File: src/rtl/tinyarch_pkg.sv
// Shared tinyarch types: operand-select modes, sequencer states and the
// default frame-base register.
package tinyarch_pkg;

  typedef enum logic [1:0] {
    MODE_NORMAL = 2'b00,
    MODE_FRAME  = 2'b01,
    MODE_BURST  = 2'b10,
    MODE_RSVD   = 2'b11
  } mode_t;

  typedef enum logic {
    S_IDLE  = 1'b0,
    S_ISSUE = 1'b1
  } state_t;

  localparam logic [3:0] FRAME_BASE_REG = 4'hd;

endpackage

File: src/rtl/reg_index_gen.sv
// Combinational register-index helper: the first index for a new request and
// the wrapped successor of the current field.
module reg_index_gen
  import tinyarch_pkg::*;
#(
  parameter int                 FIELD_W    = 3,
  parameter int                 REG_AW     = 4,
  parameter logic [REG_AW-1:0]  FRAME_BASE = REG_AW'(FRAME_BASE_REG)
) (
  input  mode_t               mode,
  input  logic [FIELD_W-1:0]  field,
  input  logic [FIELD_W-1:0]  cur_field,
  output logic [REG_AW-1:0]   start_idx,
  output logic [REG_AW-1:0]   next_idx
);

  logic [FIELD_W-1:0] inc_field;

  // Field wraps modulo 2^FIELD_W; the upper address bits are always zero.
  assign inc_field = cur_field + FIELD_W'(1);
  assign next_idx  = {{(REG_AW-FIELD_W){1'b0}}, inc_field};

  always_comb begin
    start_idx = {{(REG_AW-FIELD_W){1'b0}}, field};
    if (mode == MODE_FRAME) start_idx = FRAME_BASE;
  end

endmodule

File: src/rtl/reg_operand_sequencer.sv
// Second-operand register sequencer: issues the encoded register, the frame
// base, or a burst of consecutive registers toward the register-file port.
module reg_operand_sequencer
  import tinyarch_pkg::*;
#(
  parameter int                 INSTR_W    = 9,
  parameter int                 FIELD_W    = 3,
  parameter int                 REG_AW     = 4,
  parameter logic [REG_AW-1:0]  FRAME_BASE = REG_AW'(FRAME_BASE_REG),
  parameter int                 MAX_BURST  = 8
) (
  input  logic                          clk,
  input  logic                          reset,
  input  logic                          start,
  input  logic [INSTR_W-1:0]            instr,
  input  mode_t                         mode,
  input  logic [$clog2(MAX_BURST)-1:0]  burst_len,
  input  logic                          stall,
  output logic [REG_AW-1:0]             reg2,
  output logic                          reg2_valid,
  output logic [$clog2(MAX_BURST)-1:0]  offset,
  output logic                          busy,
  output logic                          done
);

  localparam int CNT_W = $clog2(MAX_BURST);

  state_t             state;
  logic [CNT_W:0]     remaining;
  logic [CNT_W:0]     req_len;
  logic [REG_AW-1:0]  start_idx;
  logic [REG_AW-1:0]  next_idx;
  logic               accept;
  logic               unused_instr_bits;

  assign unused_instr_bits = ^instr[INSTR_W-1:FIELD_W];

  reg_index_gen #(
    .FIELD_W    (FIELD_W),
    .REG_AW     (REG_AW),
    .FRAME_BASE (FRAME_BASE)
  ) u_index_gen (
    .mode      (mode),
    .field     (instr[FIELD_W-1:0]),
    .cur_field (reg2[FIELD_W-1:0]),
    .start_idx (start_idx),
    .next_idx  (next_idx)
  );

  // Handshake: an element transfers in any cycle with reg2_valid high and
  // stall low; while stalled, reg2/offset hold and reg2_valid stays high.
  assign reg2_valid = (state == S_ISSUE);
  assign busy       = (state == S_ISSUE);
  assign accept     = (state == S_ISSUE) && !stall;
  assign done       = accept && (remaining == (CNT_W+1)'(1));

  always_comb begin
    req_len = (CNT_W+1)'(1);
    if (mode == MODE_BURST)
      req_len = (burst_len == '0) ? (CNT_W+1)'(MAX_BURST) : {1'b0, burst_len};
  end

  always_ff @(posedge clk or posedge reset) begin
    if (reset) begin
      state     <= S_IDLE;
      reg2      <= '0;
      offset    <= '0;
      remaining <= '0;
    end else begin
      case (state)
        S_IDLE: begin
          if (start) begin
            state     <= S_ISSUE;
            reg2      <= start_idx;
            offset    <= '0;
            remaining <= req_len;
          end
        end
        S_ISSUE: begin
          if (accept) begin
            if (remaining > (CNT_W+1)'(1)) begin
              reg2      <= next_idx;
              offset    <= offset + CNT_W'(1);
              remaining <= remaining - (CNT_W+1)'(1);
            end else begin
              state <= S_IDLE;
            end
          end
        end
        default: state <= S_IDLE;
      endcase
    end
  end

endmodule

File: config.mk
export PLATFORM = sky130hd
export DESIGN_NAME = reg_operand_sequencer
export DESIGN_NICKNAME = d
export VERILOG_FILES = /design/src/rtl/tinyarch_pkg.sv /design/src/rtl/reg_index_gen.sv /design/src/rtl/reg_operand_sequencer.sv
export SDC_FILE = /design/constraint.sdc
export NUM_CORES = 1
export LEC_CHECK = 0
export BUFFER_PORTS_ARGS = -buffer_cell sky130_fd_sc_hd__buf_2
export CAP_MARGIN = 30
export CORE_AREA = 2 2 45 47
export CTS_CLUSTER_DIAMETER = 120
export DETAILED_ROUTE_END_ITERATION = 6
export DIE_AREA = 0 0 47 49
export PLACE_DENSITY = 0.73
export SKIP_LAST_GASP = 1
export SLEW_MARGIN = 20
export SYNTH_ARGS = -nofsm -noshare
export SYNTH_HDL_FRONTEND = slang
export SYNTH_SLANG_ARGS = --single-unit
export TNS_END_PERCENT = 50
File: constraint.sdc
create_clock -name clk -period 1.75 [get_ports clk]
set_input_delay 0.175 -clock clk [delete_from_list [all_inputs] [get_ports clk]]
set_output_delay 0.175 -clock clk [all_outputs]
set_load 0.03 [all_outputs]
Yosys cells after proc, flatten, opt, wreduce, memory -nomap -nowiden
Index checks and enable logic that the tools add are counted.
- add/sub/neg operators: 3
- order comparisons: 1
- eq/ne operators: 6
- muxes and demuxes: 19
- bitwise operators: 1
- reduce and logical (&&, ||, !) cells: 5
- operator list (kind ; number):
    two-way mux 4 bit ; 9
    one-hot mux 4 bit (2 select lines) ; 2
    two-way mux 3 bit ; 3
    adder 3 x 1 -> 3 bit, second input constant ; 2
    one-hot mux 3 bit (2 select lines) ; 1
    == test 4 x 1 -> 1 bit, second input constant ; 1
    greater-than comparator 4 x 1 -> 1 bit, second input constant ; 1
    inequality test 2 x 1 -> 1 bit, second input constant ; 2
    subtractor 4 x 1 -> 4 bit, second input constant ; 1
    logical NOT 3 bit ; 1
    two-way mux 1 bit ; 3
    AND reduction 3 bit ; 1
    == test 2 x 1 -> 1 bit, second input constant ; 1
    == test 2 bit, second input constant ; 1
    logical AND 1 bit ; 2
    inequality test 2 bit, second input constant ; 1
    one-hot mux 1 bit (2 select lines) ; 1
    logical NOT 1 bit ; 1
    NOT 1 bit ; 1
- flip-flop bits (word level): 12
- input bits: 18
- output and inout port bits: 10
- word-level logic and storage cells: 39

Longest topological paths before layout
- depth after elaboration: 5
- gate-level depth with buffers: 5

By module
From an unflattened synthesis, not the netlist that was laid out.
- cells, all modules: 80
- area total of the unflattened synthesis: 735.7 µm²
- modules (own cells, without submodules) (module ; instances ; cells each ; area each (µm²)):
    reg_operand_sequencer ; 1 ; 70 ; 660.6
    reg_index_gen ; 1 ; 10 ; 75.1

Least setup slack after synthesis
Ideal clock, no wire load.
- path type: reg2reg
- from: register remaining[0]
- to: register reg2[1]
- setup time: 0.140 ns
- arrival: 1.433 ns
- data required time: 1.610 ns
- slack: 0.177 ns
- stages on the path, launching flop included: 6
- path buffers: 0
- clock period less this slack: 1.573 ns
- cells stage by stage: dfrtp_1 -> inv_1 -> ha_1 -> or2_2 -> a2111oi_0 -> a211oi_1
- longest elaborated chain between the ends: 3
- RTL lines (element ; line ; source):
    start: declaration ; reg_operand_sequencer.sv:29 ; logic [CNT_W:0] remaining;
    start signal: assignment ; reg_operand_sequencer.sv:76 ; remaining <= req_len;
    start signal: assignment ; reg_operand_sequencer.sv:84 ; remaining <= remaining - (CNT_W+1)'(1);
    greater-than comparator 4 x 1 -> 1 bit ; reg_operand_sequencer.sv:81 ; if (remaining > (CNT_W+1)'(1)) begin
    inequality test 2 x 1 -> 1 bit (no line) ; - ;
    AND reduction 3 bit (no line) ; - ;
    end signal: assignment ; reg_operand_sequencer.sv:74 ; reg2 <= start_idx;
    end signal: assignment ; reg_operand_sequencer.sv:82 ; reg2 <= next_idx;
    end: declaration ; reg_operand_sequencer.sv:19 ; output logic [REG_AW-1:0] reg2,
Every way passes these cells.
A chain may end at the register's enable or synchronous reset.

Final worst setup path
- from: register remaining[0]
- to: register reg2[0]
The elaborated chain is that of the path after synthesis.

==> impl_metrics.toml <==
[logic_synthesis]
synthMuxAreaShare = 0.02469
synthArstFlopShare = 1.000
syn_area_um2 = 810.8
synth_edf_count = 0
yosysSeqAreaShare = 0.3704
synth_top_family_by_area = "simple AND/OR/NAND/NOR gates"
yosys.area_share.simple = 0.2639
netlist_instances = 87
syn-num-nets = 109
ys_ff_latch = 12
syn_avg_cell_area_um2 = 9.319
yosys_most_used_dff = "dfrtp_1"
ys_warn_count = 0
synthXorXnorAreaFrac = 0
synth_compound_area_frac = 0.2145
synth_cell_types = 38
synthAdderAreaFrac = 0.06173

[drt]
dr_total_vias = 771
drt-initial-drc-count = 24
viasPerCell = 5.468
drt-pass1-iter-count = 4
ant_nets = 0
drc = 0
wire_per_inst_um = 14.44
drt_wl_total_mm = 2.036

[flow_run]
drv_cap = 0

[floorplan]
die_w_um = 47
die_height_um = 49
io_pins = 28
core_mm2 = 0.001842
design.die.area_mm2 = 0.002303
start_util = 0.4402
std_cell_rows = 16

[placed_design]
dpl_cell_area_um2 = 957.2
gp_congestion = 0.8340
port_buffers = 21
dp_hpwl_mm = 1.496
place_inst = 135
dp_worst_setup_slack_ps = 6.938

[timing]
slew_headroom = 0.6878
fin_skew_ps = 5.609
max_freq_ghz = 0.5895
hold_violations = 0
setup_viol = 0
timing.hold.ws_ps = 199.7
rsz0062_at_grt = "yes"
period_needed_ps = 1696
layout_setup_ws_ps = 53.52
finalCritPeriodShare = 0.9694
fin_tns_setup_ps = 0
worst_pin_slew_ps = 467.7
final-max-slew-violation-count = 0

[clocking]
cts_root_buf = "clkbuf_4"
clk_latency_ps = 280
cts_tree = "yes"
cts_max_level = 1
cts.sinks = 12
clockBufferDepth = 2
path_clk_slew_ps = 80
numCtsBuffers = 3

[grt]
grt_antenna_before_repair = 0
grt_pass1_vias = 772
grt_usage = 0.2045
gr-total-overflow = 0
grt_max_degree = 13
grt_pass1_wl_mm = 3.387

[final_layout]
syn2layout_area_growth_pct = 25.77
drive_gt1_frac = 0.3421
fillers = 192
final_area_mm2 = 0.001020
nets = 137
diodes = 0
final_cell_count_no_fill = 141

[power]
leakage_nw = 0.5058
ir_worst_vdd_mv = 0.9129
powerDensity_mw_per_mm2 = 1935

[worst_hold_path]
hp-class = "in2reg"

[run_status]
status = "complete, no violations"

[worst_setup_path]
critPathCaptureType = "register"
critPathKind = "reg2reg"
cp.required_ps = 1910
cp_max_fo = 5
start_kind = "register"
cp.arrival_ps = 1850
==> cells in the final DEF, fill, tap and decap left out, drive strengths merged, types with 3 or more instances in the layout <==
master / n
buf: 27
clkbuf: 4
dfrtp: 12
ha: 4
inv: 6
nand2: 7
nor2: 7
o211a: 3
o211ai: 5
o21ai: 4
==> layer usage <==
| layer | GRT usage | up-vias | routed length (um) |
|---|---|---|---|
| li1 | - | 374 | - |
| met1 | 0.2977 | 360 | 965 |
| met2 | 0.2854 | 32 | 896 |
| met3 | 0.04444 | 5 | 137 |
| met4 | 0.08796 | 0 | 38 |
| met5 | 0 | - | 0 |
==> metrics by stage <==
step | total power (W) | utilization
final | 0.001974 | 0.5537
after global routing | 0.002135 | 0.5537
after CTS | 0.001911 | 0.5455
after detailed placement | 0.001679 | 0.5197
after global placement | 0.001640 | 0.5197
after floorplan | 0.001354 | -
==> registers in the layout, indices dropped and copies added (netlist names) <==
signal / count
reg2: 4
remaining: 4
offset: 3
busy: 1
==> final cells by class <==
cell class | instances | area (um^2) | area share
inverter | 6 | 22.52 | 0.02209
multi-input combinational | 64 | 465.4 | 0.4564
clock buffer | 4 | 36.28 | 0.03558
timing repair buffer | 28 | 160.2 | 0.1571
tap | 27 | 33.78 | 0.03313
sequential | 12 | 301.5 | 0.2957
==> cell families (layout without fill, tap and decap cells) <==
logic type | Yosys count | after routing
compound gates | 22 | 22
buf+inv | 11 | 38
mux | 2 | 2
flops | 12 | 12
fa+ha+maj | 4 | 4
simple gates | 36 | 36
==> synth_stat cells, drive strengths merged (3+ instances only) <==
library cell	number	area [um^2]
dfrtp	12	300.3
nand2	7	26.28
nor2	7	26.28
inv	6	22.52
buf	5	30.02
o211ai	5	37.54
ha	4	50.05
o21ai	4	23.77
o211a	3	30.03
==> final timing paths <==
check | from | endpoint | slack, ps | cells past startpoint
setup / recovery | remaining[0] | reg2[0] | 50 | 6
max in group asynchronous | reset | busy | 970 | 3
hold reg to reg | offset[2] | offset[2] | 470 | 1
hold / removal | start | busy | 200 | 3
setup reg to reg | remaining[0] | reg2[0] | 50 | 6
min in group asynchronous | reset | reg2[3] | 440 | 3
==> power breakdown <==
part	internal (W)	switching (W)	total (W)
logic	0.000465	0.000721	0.00119
clock network	0.000127	0.000102	0.000228
registers	0.000415	0.000144	0.000560
total	0.00101	0.000967	0.00197
==> critical path: stages, from the launching register on <==
cell	delay, ps
dfrtp_1	430
inv_1	80
ha_1	210
or2_2	330
buf_4	150
a21boi_2	230
o211ai_1	140
==> repair_timing <==
| action | 4_1_cts | 5_1_grt |
|---|---|---|
| hold endpoints to repair | 12 | 0 |
| hold buffers | 1 | 0 |
| buffers inserted | 0 | 1 |
| setup endpoints to repair | 1 | 5 |
| gates resized for setup | 1 | 3 |
| pin swaps | 0 | 0 |
Note: power is estimated with default switching activity, not from simulation.
